File: src/rtl/deconv2d_mc_if.sv
// Kernel and pixel streams of the deconvolution engine.
// The master side supplies weights and pixels; the slave side (the engine)
// returns ready.
interface deconv2d_mc_if #(
  parameter int PIXEL_BITS = 8
);
  logic                         kernel_valid;
  logic                         kernel_ready;
  logic signed [PIXEL_BITS-1:0] kernel_weight;
  logic                         pixel_valid;
  logic                         pixel_ready;
  logic signed [PIXEL_BITS-1:0] pixel;

  modport master (
    output kernel_valid, kernel_weight, pixel_valid, pixel,
    input  kernel_ready, pixel_ready
  );

  modport slave (
    input  kernel_valid, kernel_weight, pixel_valid, pixel,
    output kernel_ready, pixel_ready
  );
endinterface

File: src/rtl/deconv2d_mc.sv
// Multi-channel transposed-convolution engine.
// Every input pixel is scattered over a kw x kw window of an accumulation
// buffer at the latched stride. Channels sum into one output map, which is
// read back through a registered port with optional ReLU and saturation.
module deconv2d_mc #(
  parameter int IH         = 2,
  parameter int IW         = 2,
  parameter int K          = 3,
  parameter int C          = 1,
  parameter int PIXEL_BITS = 8,
  parameter int ACC_BITS   = 32,
  parameter int OUT_BITS   = 16
) (
  input  logic                           clk,
  input  logic                           rst,
  input  logic                           start,
  input  logic [$clog2(K+1)-1:0]         stride,
  input  logic [$clog2(K+1)-1:0]         kernel_width,
  input  logic                           relu_en,
  deconv2d_mc_if.slave                   stream,
  input  logic [$clog2(IH*K*IW*K)-1:0]   result_address,
  output logic signed [OUT_BITS-1:0]     final_output,
  output logic                           busy,
  output logic                           done,
  output logic                           cfg_error
);

  localparam int OHM    = IH * K;
  localparam int OWM    = IW * K;
  localparam int DEPTH  = OHM * OWM;
  localparam int AW     = $clog2(DEPTH);
  localparam int SW     = $clog2(K + 1);
  localparam int WDEPTH = C * K * K;
  localparam int WAW    = (WDEPTH > 1) ? $clog2(WDEPTH) : 1;
  localparam int CW     = (C > 1) ? $clog2(C) : 1;
  localparam int IHW    = (IH > 1) ? $clog2(IH) : 1;
  localparam int IWW    = (IW > 1) ? $clog2(IW) : 1;

  typedef enum logic [2:0] {
    IDLE, CLEAR, LOAD_KERNEL, WAIT_PIXEL, ACCUM, DONE
  } state_t;

  state_t state, state_next;

  // Job configuration captured on an accepted start.
  logic [SW-1:0] s_r, kw_r;
  logic          relu_r;

  // Sequencing counters.
  logic [AW-1:0]  clr_addr;
  logic [CW-1:0]  kch, pch;
  logic [SW-1:0]  ka, kb, ta, tb;
  logic [IHW-1:0] pi;
  logic [IWW-1:0] pj;

  // Storage: weight table and accumulation buffer.
  logic signed [PIXEL_BITS-1:0] w_mem   [WDEPTH];
  logic signed [ACC_BITS-1:0]   acc_mem [DEPTH];

  logic signed [PIXEL_BITS-1:0]   pix_p0;
  logic signed [2*PIXEL_BITS-1:0] prod;
  logic signed [ACC_BITS-1:0]     prod_ext;
  logic signed [ACC_BITS-1:0]     rd_val;
  logic [AW-1:0]                  acc_addr;
  logic [WAW-1:0]                 w_rd_idx, w_wr_idx;

  logic cfg_ok, k_fire, p_fire;
  logic clr_last, k_last, kb_last, ka_last, tb_last, ta_last, tap_last, pix_last;
  logic kernel_ready_c, pixel_ready_c;

  // Negative values clamp to zero when ReLU is enabled for the job.
  function automatic logic signed [ACC_BITS-1:0] relu_clamp(
    input logic signed [ACC_BITS-1:0] v,
    input logic                       en
  );
    return (en && (v < 0)) ? '0 : v;
  endfunction

  // Clip the accumulator into the signed readout range.
  function automatic logic signed [OUT_BITS-1:0] sat_out(
    input logic signed [ACC_BITS-1:0] v
  );
    logic signed [ACC_BITS-1:0] hi, lo;
    hi = {{(ACC_BITS-OUT_BITS+1){1'b0}}, {(OUT_BITS-1){1'b1}}};
    lo = ~hi;
    if (v > hi)      sat_out = hi[OUT_BITS-1:0];
    else if (v < lo) sat_out = lo[OUT_BITS-1:0];
    else             sat_out = v[OUT_BITS-1:0];
  endfunction

  // Decode handshakes, loop terminations and buffer/weight addresses.
  always_comb begin
    cfg_ok   = (stride != '0) && (stride <= SW'(K)) &&
               (kernel_width != '0) && (kernel_width <= SW'(K));
    k_fire   = (state == LOAD_KERNEL) && stream.kernel_valid;
    p_fire   = (state == WAIT_PIXEL) && stream.pixel_valid;
    clr_last = (clr_addr == AW'(DEPTH - 1));
    kb_last  = (kb == kw_r - SW'(1));
    ka_last  = (ka == kw_r - SW'(1));
    k_last   = (kch == CW'(C - 1)) && ka_last && kb_last;
    tb_last  = (tb == kw_r - SW'(1));
    ta_last  = (ta == kw_r - SW'(1));
    tap_last = ta_last && tb_last;
    pix_last = (pch == CW'(C - 1)) && (pi == IHW'(IH - 1)) && (pj == IWW'(IW - 1));
    acc_addr = AW'((32'(pi) * 32'(s_r) + 32'(ta)) * 32'(OWM) +
                   32'(pj) * 32'(s_r) + 32'(tb));
    w_rd_idx = WAW'(32'(pch) * 32'(K * K) + 32'(ta) * 32'(K) + 32'(tb));
    w_wr_idx = WAW'(32'(kch) * 32'(K * K) + 32'(ka) * 32'(K) + 32'(kb));
    prod     = pix_p0 * w_mem[w_rd_idx];
    prod_ext = ACC_BITS'(prod);
    rd_val   = (32'(result_address) < 32'(DEPTH)) ? acc_mem[result_address] : '0;
  end

  // State register; reset aborts any job immediately.
  always_ff @(posedge clk or negedge rst) begin
    if (!rst) state <= IDLE;
    else      state <= state_next;
  end

  // Next-state and status decode.
  always_comb begin
    state_next     = state;
    kernel_ready_c = 1'b0;
    pixel_ready_c  = 1'b0;
    busy           = 1'b0;
    done           = 1'b0;
    case (state)
      IDLE: begin
        if (start && cfg_ok) state_next = CLEAR;
      end
      CLEAR: begin
        busy = 1'b1;
        if (clr_last) state_next = LOAD_KERNEL;
      end
      LOAD_KERNEL: begin
        busy           = 1'b1;
        kernel_ready_c = 1'b1;
        if (k_fire && k_last) state_next = WAIT_PIXEL;
      end
      WAIT_PIXEL: begin
        busy          = 1'b1;
        pixel_ready_c = 1'b1;
        if (p_fire) state_next = ACCUM;
      end
      ACCUM: begin
        busy = 1'b1;
        if (tap_last) state_next = pix_last ? DONE : WAIT_PIXEL;
      end
      DONE: begin
        done       = 1'b1;
        state_next = IDLE;
      end
      default: state_next = IDLE;
    endcase
  end

  assign stream.kernel_ready = kernel_ready_c;
  assign stream.pixel_ready  = pixel_ready_c;

  // Configuration latch, config error flag and all sequencing counters.
  always_ff @(posedge clk or negedge rst) begin
    if (!rst) begin
      s_r       <= '0;
      kw_r      <= '0;
      relu_r    <= 1'b0;
      cfg_error <= 1'b0;
      clr_addr  <= '0;
      kch       <= '0;
      ka        <= '0;
      kb        <= '0;
      pch       <= '0;
      pi        <= '0;
      pj        <= '0;
      ta        <= '0;
      tb        <= '0;
    end else begin
      if (state == IDLE) begin
        kch <= '0;
        ka  <= '0;
        kb  <= '0;
        pch <= '0;
        pi  <= '0;
        pj  <= '0;
        if (start) begin
          cfg_error <= !cfg_ok;
          if (cfg_ok) begin
            s_r    <= stride;
            kw_r   <= kernel_width;
            relu_r <= relu_en;
          end
        end
      end

      clr_addr <= (state == CLEAR) ? clr_addr + AW'(1) : '0;

      if (k_fire) begin
        if (kb_last) begin
          kb <= '0;
          if (ka_last) begin
            ka  <= '0;
            kch <= kch + CW'(1);
          end else begin
            ka <= ka + SW'(1);
          end
        end else begin
          kb <= kb + SW'(1);
        end
      end

      if (p_fire) begin
        ta <= '0;
        tb <= '0;
      end else if (state == ACCUM) begin
        if (tb_last) begin
          tb <= '0;
          ta <= ta + SW'(1);
        end else begin
          tb <= tb + SW'(1);
        end
      end

      if ((state == ACCUM) && tap_last) begin
        if (pj == IWW'(IW - 1)) begin
          pj <= '0;
          if (pi == IHW'(IH - 1)) begin
            pi  <= '0;
            pch <= pch + CW'(1);
          end else begin
            pi <= pi + IHW'(1);
          end
        end else begin
          pj <= pj + IWW'(1);
        end
      end
    end
  end

  // Stage p0: weight capture and pixel capture on their handshakes.
  always_ff @(posedge clk) begin
    if (k_fire) w_mem[w_wr_idx] <= stream.kernel_weight;
    if (p_fire) pix_p0 <= stream.pixel;
  end

  // Stage p1: buffer clear sweep, then one read-modify-write per tap.
  always_ff @(posedge clk) begin
    if (state == CLEAR)      acc_mem[clr_addr] <= '0;
    else if (state == ACCUM) acc_mem[acc_addr] <= acc_mem[acc_addr] + prod_ext;
  end

  // Readout register; a same-cycle write is not forwarded, so old data is seen.
  always_ff @(posedge clk or negedge rst) begin
    if (!rst) final_output <= '0;
    else      final_output <= sat_out(relu_clamp(rd_val, relu_r));
  end

endmodule

File: src/flat_wrapper.sv
// flat-port wrapper written by rule: the top's interface ports become plain ports
module deconv2d_mc_flat 
#(
  parameter int IH         = 2,
  parameter int IW         = 2,
  parameter int K          = 3,
  parameter int C          = 1,
  parameter int PIXEL_BITS = 8,
  parameter int ACC_BITS   = 32,
  parameter int OUT_BITS   = 16
)
  (clk, rst, start, stride, kernel_width, relu_en, result_address, final_output, busy, done, cfg_error, stream_kernel_valid, stream_kernel_weight, stream_pixel_valid, stream_pixel, stream_kernel_ready, stream_pixel_ready);
  deconv2d_mc_if #(.PIXEL_BITS(PIXEL_BITS)) stream_i ();
  input  logic clk;
  input  logic rst;
  input  logic start;
  input  logic [$clog2(K+1)-1:0] stride;
  input  logic [$clog2(K+1)-1:0] kernel_width;
  input  logic relu_en;
  input  logic [$clog2(IH*K*IW*K)-1:0] result_address;
  output logic signed [OUT_BITS-1:0] final_output;
  output logic busy;
  output logic done;
  output logic cfg_error;
  input wire logic [$bits(stream_i.kernel_valid)-1:0] stream_kernel_valid;
  input wire logic [$bits(stream_i.kernel_weight)-1:0] stream_kernel_weight;
  input wire logic [$bits(stream_i.pixel_valid)-1:0] stream_pixel_valid;
  input wire logic [$bits(stream_i.pixel)-1:0] stream_pixel;
  output wire logic [$bits(stream_i.kernel_ready)-1:0] stream_kernel_ready;
  output wire logic [$bits(stream_i.pixel_ready)-1:0] stream_pixel_ready;
  assign stream_i.kernel_valid = stream_kernel_valid;
  assign stream_i.kernel_weight = stream_kernel_weight;
  assign stream_i.pixel_valid = stream_pixel_valid;
  assign stream_i.pixel = stream_pixel;
  assign stream_kernel_ready = stream_i.kernel_ready;
  assign stream_pixel_ready = stream_i.pixel_ready;
  deconv2d_mc #(.IH(IH), .IW(IW), .K(K), .C(C), .PIXEL_BITS(PIXEL_BITS), .ACC_BITS(ACC_BITS), .OUT_BITS(OUT_BITS)) u_core (.clk(clk), .rst(rst), .start(start), .stride(stride), .kernel_width(kernel_width), .relu_en(relu_en), .stream(stream_i), .result_address(result_address), .final_output(final_output), .busy(busy), .done(done), .cfg_error(cfg_error));
endmodule
File: config.mk
export PLATFORM = sky130hd
export DESIGN_NAME = deconv2d_mc_flat
export DESIGN_NICKNAME = d
export VERILOG_FILES = /design/src/rtl/deconv2d_mc_if.sv /design/src/rtl/deconv2d_mc.sv /design/src/flat_wrapper.sv
export SDC_FILE = /design/constraint.sdc
export NUM_CORES = 2
export LEC_CHECK = 0
export CAP_MARGIN = 20
export CELL_PAD_IN_SITES_DETAIL_PLACEMENT = 0
export CELL_PAD_IN_SITES_GLOBAL_PLACEMENT = 1
export CORE_UTILIZATION = 25
export DETAILED_ROUTE_END_ITERATION = 10
export PLACE_DENSITY = 0.49
export SLEW_MARGIN = 20
export SYNTH_ARGS = -nofsm -noshare
export SYNTH_HDL_FRONTEND = slang
export SYNTH_SLANG_ARGS = --single-unit
File: constraint.sdc
create_clock -name clk -period 15.4 [get_ports clk]
set_clock_uncertainty 0.1 [all_clocks]
set_input_delay 4.62 -clock clk [delete_from_list [all_inputs] [get_ports clk]]
set_output_delay 4.62 -clock clk [all_outputs]
set_load 0.02 [all_outputs]
==> results.ini <==
[run_status]
outcome = finished clean

[floorplanning]
die_h_um = 509.5
core_mm2 = 0.2551
die_w_um = 509.5
die-area_mm2 = 0.2596
io_pins = 53
rows = 185
start_util = 0.2524

[worst_hold_path]
min_path_type = flip-flop to flip-flop
holdPathEnd = u_core.cfg_error$_DFFE_PN0P_
worstHoldStart = u_core.cfg_error$_DFFE_PN0P_
whs_path_depth = 2

[global_route]
antenna_found_initial = 6
grt_pass1_vias = 36950
grt_usage = 0.1664
overflow = 0
grt_max_degree = 94
grt_pass1_wl_mm = 301.5

[worst_setup_path]
crit_arrival_ns = 11.43
max_stage_delay_ns = 0.76
crit_top_cell = fa_1
r2r_end = u_core.acc_mem[20][31]$_DFFE_PP_
rr_worst_depth = 28
reg2reg_from = u_core.pi$_DFF_PN0_
startpoint_type = flip-flop
critPathSlowestCell = ha_4
crit_path_end_kind = flip-flop
rrSetupSlack_ns = 4.53
crit_required_ns = 15.95
critical_path_class = flip-flop to flip-flop
crit_fanout = 40

[synth]
syn_inst = 3423
syn-num-nets = 3687
synth_top_area_share = 0.5746
yosys_warnings = 0
synth_edf_count = 1232
yosys_register_bits = 1275
synth_top_cell_by_area = edfxtp_1
synth.most_common_cell = edfxtp_1
synth_common_cells = edfxtp_1 (1,232), mux4_2 (661), fa_1 (145), nor2_1 (145), inv_1 (143)
synth_area_leaders = edfxtp_1 (57%), mux4_2 (23%), fa_1 (4.5%), ha_1 (1.7%), dfrtp_1 (1.7%)
synth_area_mm2 = 0.06439
syn_area_per_cell_um2 = 18.81
synth_flop_cell = edfxtp_1
synth-seq-area-share = 0.5913
ys_async_sr_fraction = 0.03373
synth.distinct_cells = 71

[sta]
fmax_ghz = 0.09196
relSlewSlack = 0.2228
period_needed_ns = 10.87
fin_setup_tns_ns = 0
whs_ns = 0.4061
hold_viol_final = 0
rsz0062_at_grt = no
period_share = 0.7061
setup_viol = 0
tightest_slew_ns = 1.163
slew_viol_final = 0

[drt]
drc = 0
first_pass_iters = 5
postRouteAntennaNets = 0
finalWirelength_mm = 215.2
via_count = 35270
avgViaCountPerCell = 5.016
wl_per_cell_um = 30.61
drtIter0Drc = 3273

[cts]
root_buffer = clkbuf_16
cts_tree = yes
cts_setup_buffers = 0
cts.path.max_buffers = 3
insertion_delay_ns = 0.82
cts_sinks = 1275
hold_buffers = 0
post_cts_resized = 0
htree_levels = 4
cts.clk_slew.worst_paths_ns = 0.06
numCtsBuffers = 148

[cells_and_area]
layout.nets = 3803
area_growth_pct = 15.49
drive_above_1_share = 0.3029
fin_util = 0.2915
fillCellCount = 25030
layoutNonFillerInstCount = 7031

[placed_design]
hpwl_mm = 121.9
dp_cells = 6755
routabilityCongestion = 0.7612
port_buffers = 52

[flow_run]
cap_viol_max_count = 0

[flip-flops by register name, summed over array words and instances, names as in the netlist, 3 cells and up]
| signal | flops |
|---|---|
| u_core.w_mem | 72 |
| u_core.clr_addr | 6 |
| u_core.pix_p0 | 8 |
| u_core.state | 3 |
| u_core.acc_mem | 1152 |
| u_core.final_output | 16 |
[area by class of cell]
| class | instances | area (µm²) | area share |
|---|---|---|---|
| Inverter | 145 | 544.3 | 0.007319 |
| Tap cell | 3366 | 4212 | 0.05664 |
| Antenna cell | 1 | 2.502 | 0.00003365 |
| Sequential cell | 1275 | 38070 | 0.5120 |
| Clock buffer | 181 | 3869 | 0.05202 |
| Timing Repair Buffer | 176 | 1555 | 0.02091 |
| Multi-Input combinational cell | 1793 | 25190 | 0.3387 |
| Clock inverter | 94 | 923.4 | 0.01242 |
[critical path, delay by kind of cell (launching register included)]
| family | cells | cell delay [ns] |
|---|---|---|
| adder cells (fa/ha/maj) | 9 | 4.16 |
| XOR/XNOR | 1 | 0.18 |
| buffers and inverters | 5 | 1.16 |
| flip-flops | 1 | 0.41 |
| AO/OA/AOI/OAI | 7 | 2.65 |
| multiplexers | 3 | 1.19 |
| AND/OR/NAND/NOR | 3 | 0.78 |
[layer usage]
| metal | wire (µm) | global-route usage | vias up |
|---|---|---|---|
| met4 | 4541 | 0.04006 | 0 |
| li1 | - | - | 14390 |
| met1 | 94930 | 0.2277 | 19630 |
| met3 | 10380 | 0.02467 | 225 |
| met5 | 0 | 0 | - |
| met2 | 105400 | 0.2769 | 1023 |
[through the flow]
stage | area, µm² | setup WS [ns]
floorplan | 64390 | 4.899
global placement | 69550 | 4.074
detailed placement | 69570 | 4.428
CTS | 74360 | 4.360
global route | 74360 | 3.774
finish | 74360 | 4.526
[cells by family (layout without fill, tap and decap cells)]
| family | after synthesis | in the layout | share of synthesized area |
|---|---|---|---|
| other | 0 | 1 | 0 |
| AOI/OAI and AO/OA | 296 | 296 | 0.03039 |
| buffers and inverters | 355 | 596 | 0.02464 |
| muxes | 779 | 779 | 0.2537 |
| xor gates and xnor gates | 38 | 38 | 0.005169 |
| adders and majority gates | 232 | 232 | 0.06199 |
| and+or+nand+nor | 448 | 448 | 0.03286 |
| DFF | 1275 | 1275 | 0.5913 |
[worst max path at each step]
stage	start	end	slack, ns	depth (start not counted)
final	u_core.pi$_DFF_PN0_	u_core.acc_mem[20][31]$_DFFE_PP_	4.53	28
after global routing	u_core.pi$_DFF_PN0_	u_core.acc_mem[16][31]$_DFFE_PP_	3.77	32
after CTS	u_core.pi$_DFF_PN0_	u_core.acc_mem[29][31]$_DFFE_PP_	4.36	32
after detailed placement	u_core.pi$_DFF_PN0_	u_core.acc_mem[25][31]$_DFFE_PP_	4.43	30
after global placement	u_core.pi$_DFF_PN0_	u_core.acc_mem[25][31]$_DFFE_PP_	4.07	27
after floorplan	u_core.pi$_DFF_PN0_	u_core.acc_mem[0][21]$_DFFE_PP_	4.90	32
[layout by cell type (no fill, tap or decap), types with 17 or more instances in the layout]
cell type / count
edfxtp_1: 1232
mux4_2: 661
clkbuf_16: 149
fa_1: 144
inv_1: 142
nand2_1: 117
buf_4: 117
nor2_1: 95
a21oi_1: 94
ha_1: 85
mux2i_1: 83
nor2b_1: 45
clkdlybuf4s50_1: 45
dfrtp_1: 43
o21ai_0: 39
nor2_4: 38
clkinv_1: 34
clkbuf_1: 30
nand3_1: 29
xnor2_1: 23
nand2b_1: 21
clkinv_2: 20
mux2_2: 18
o22ai_1: 17
Power is not shown: default switching activity piles up to over one toggle a cycle in this logic, so the estimate is an artifact.
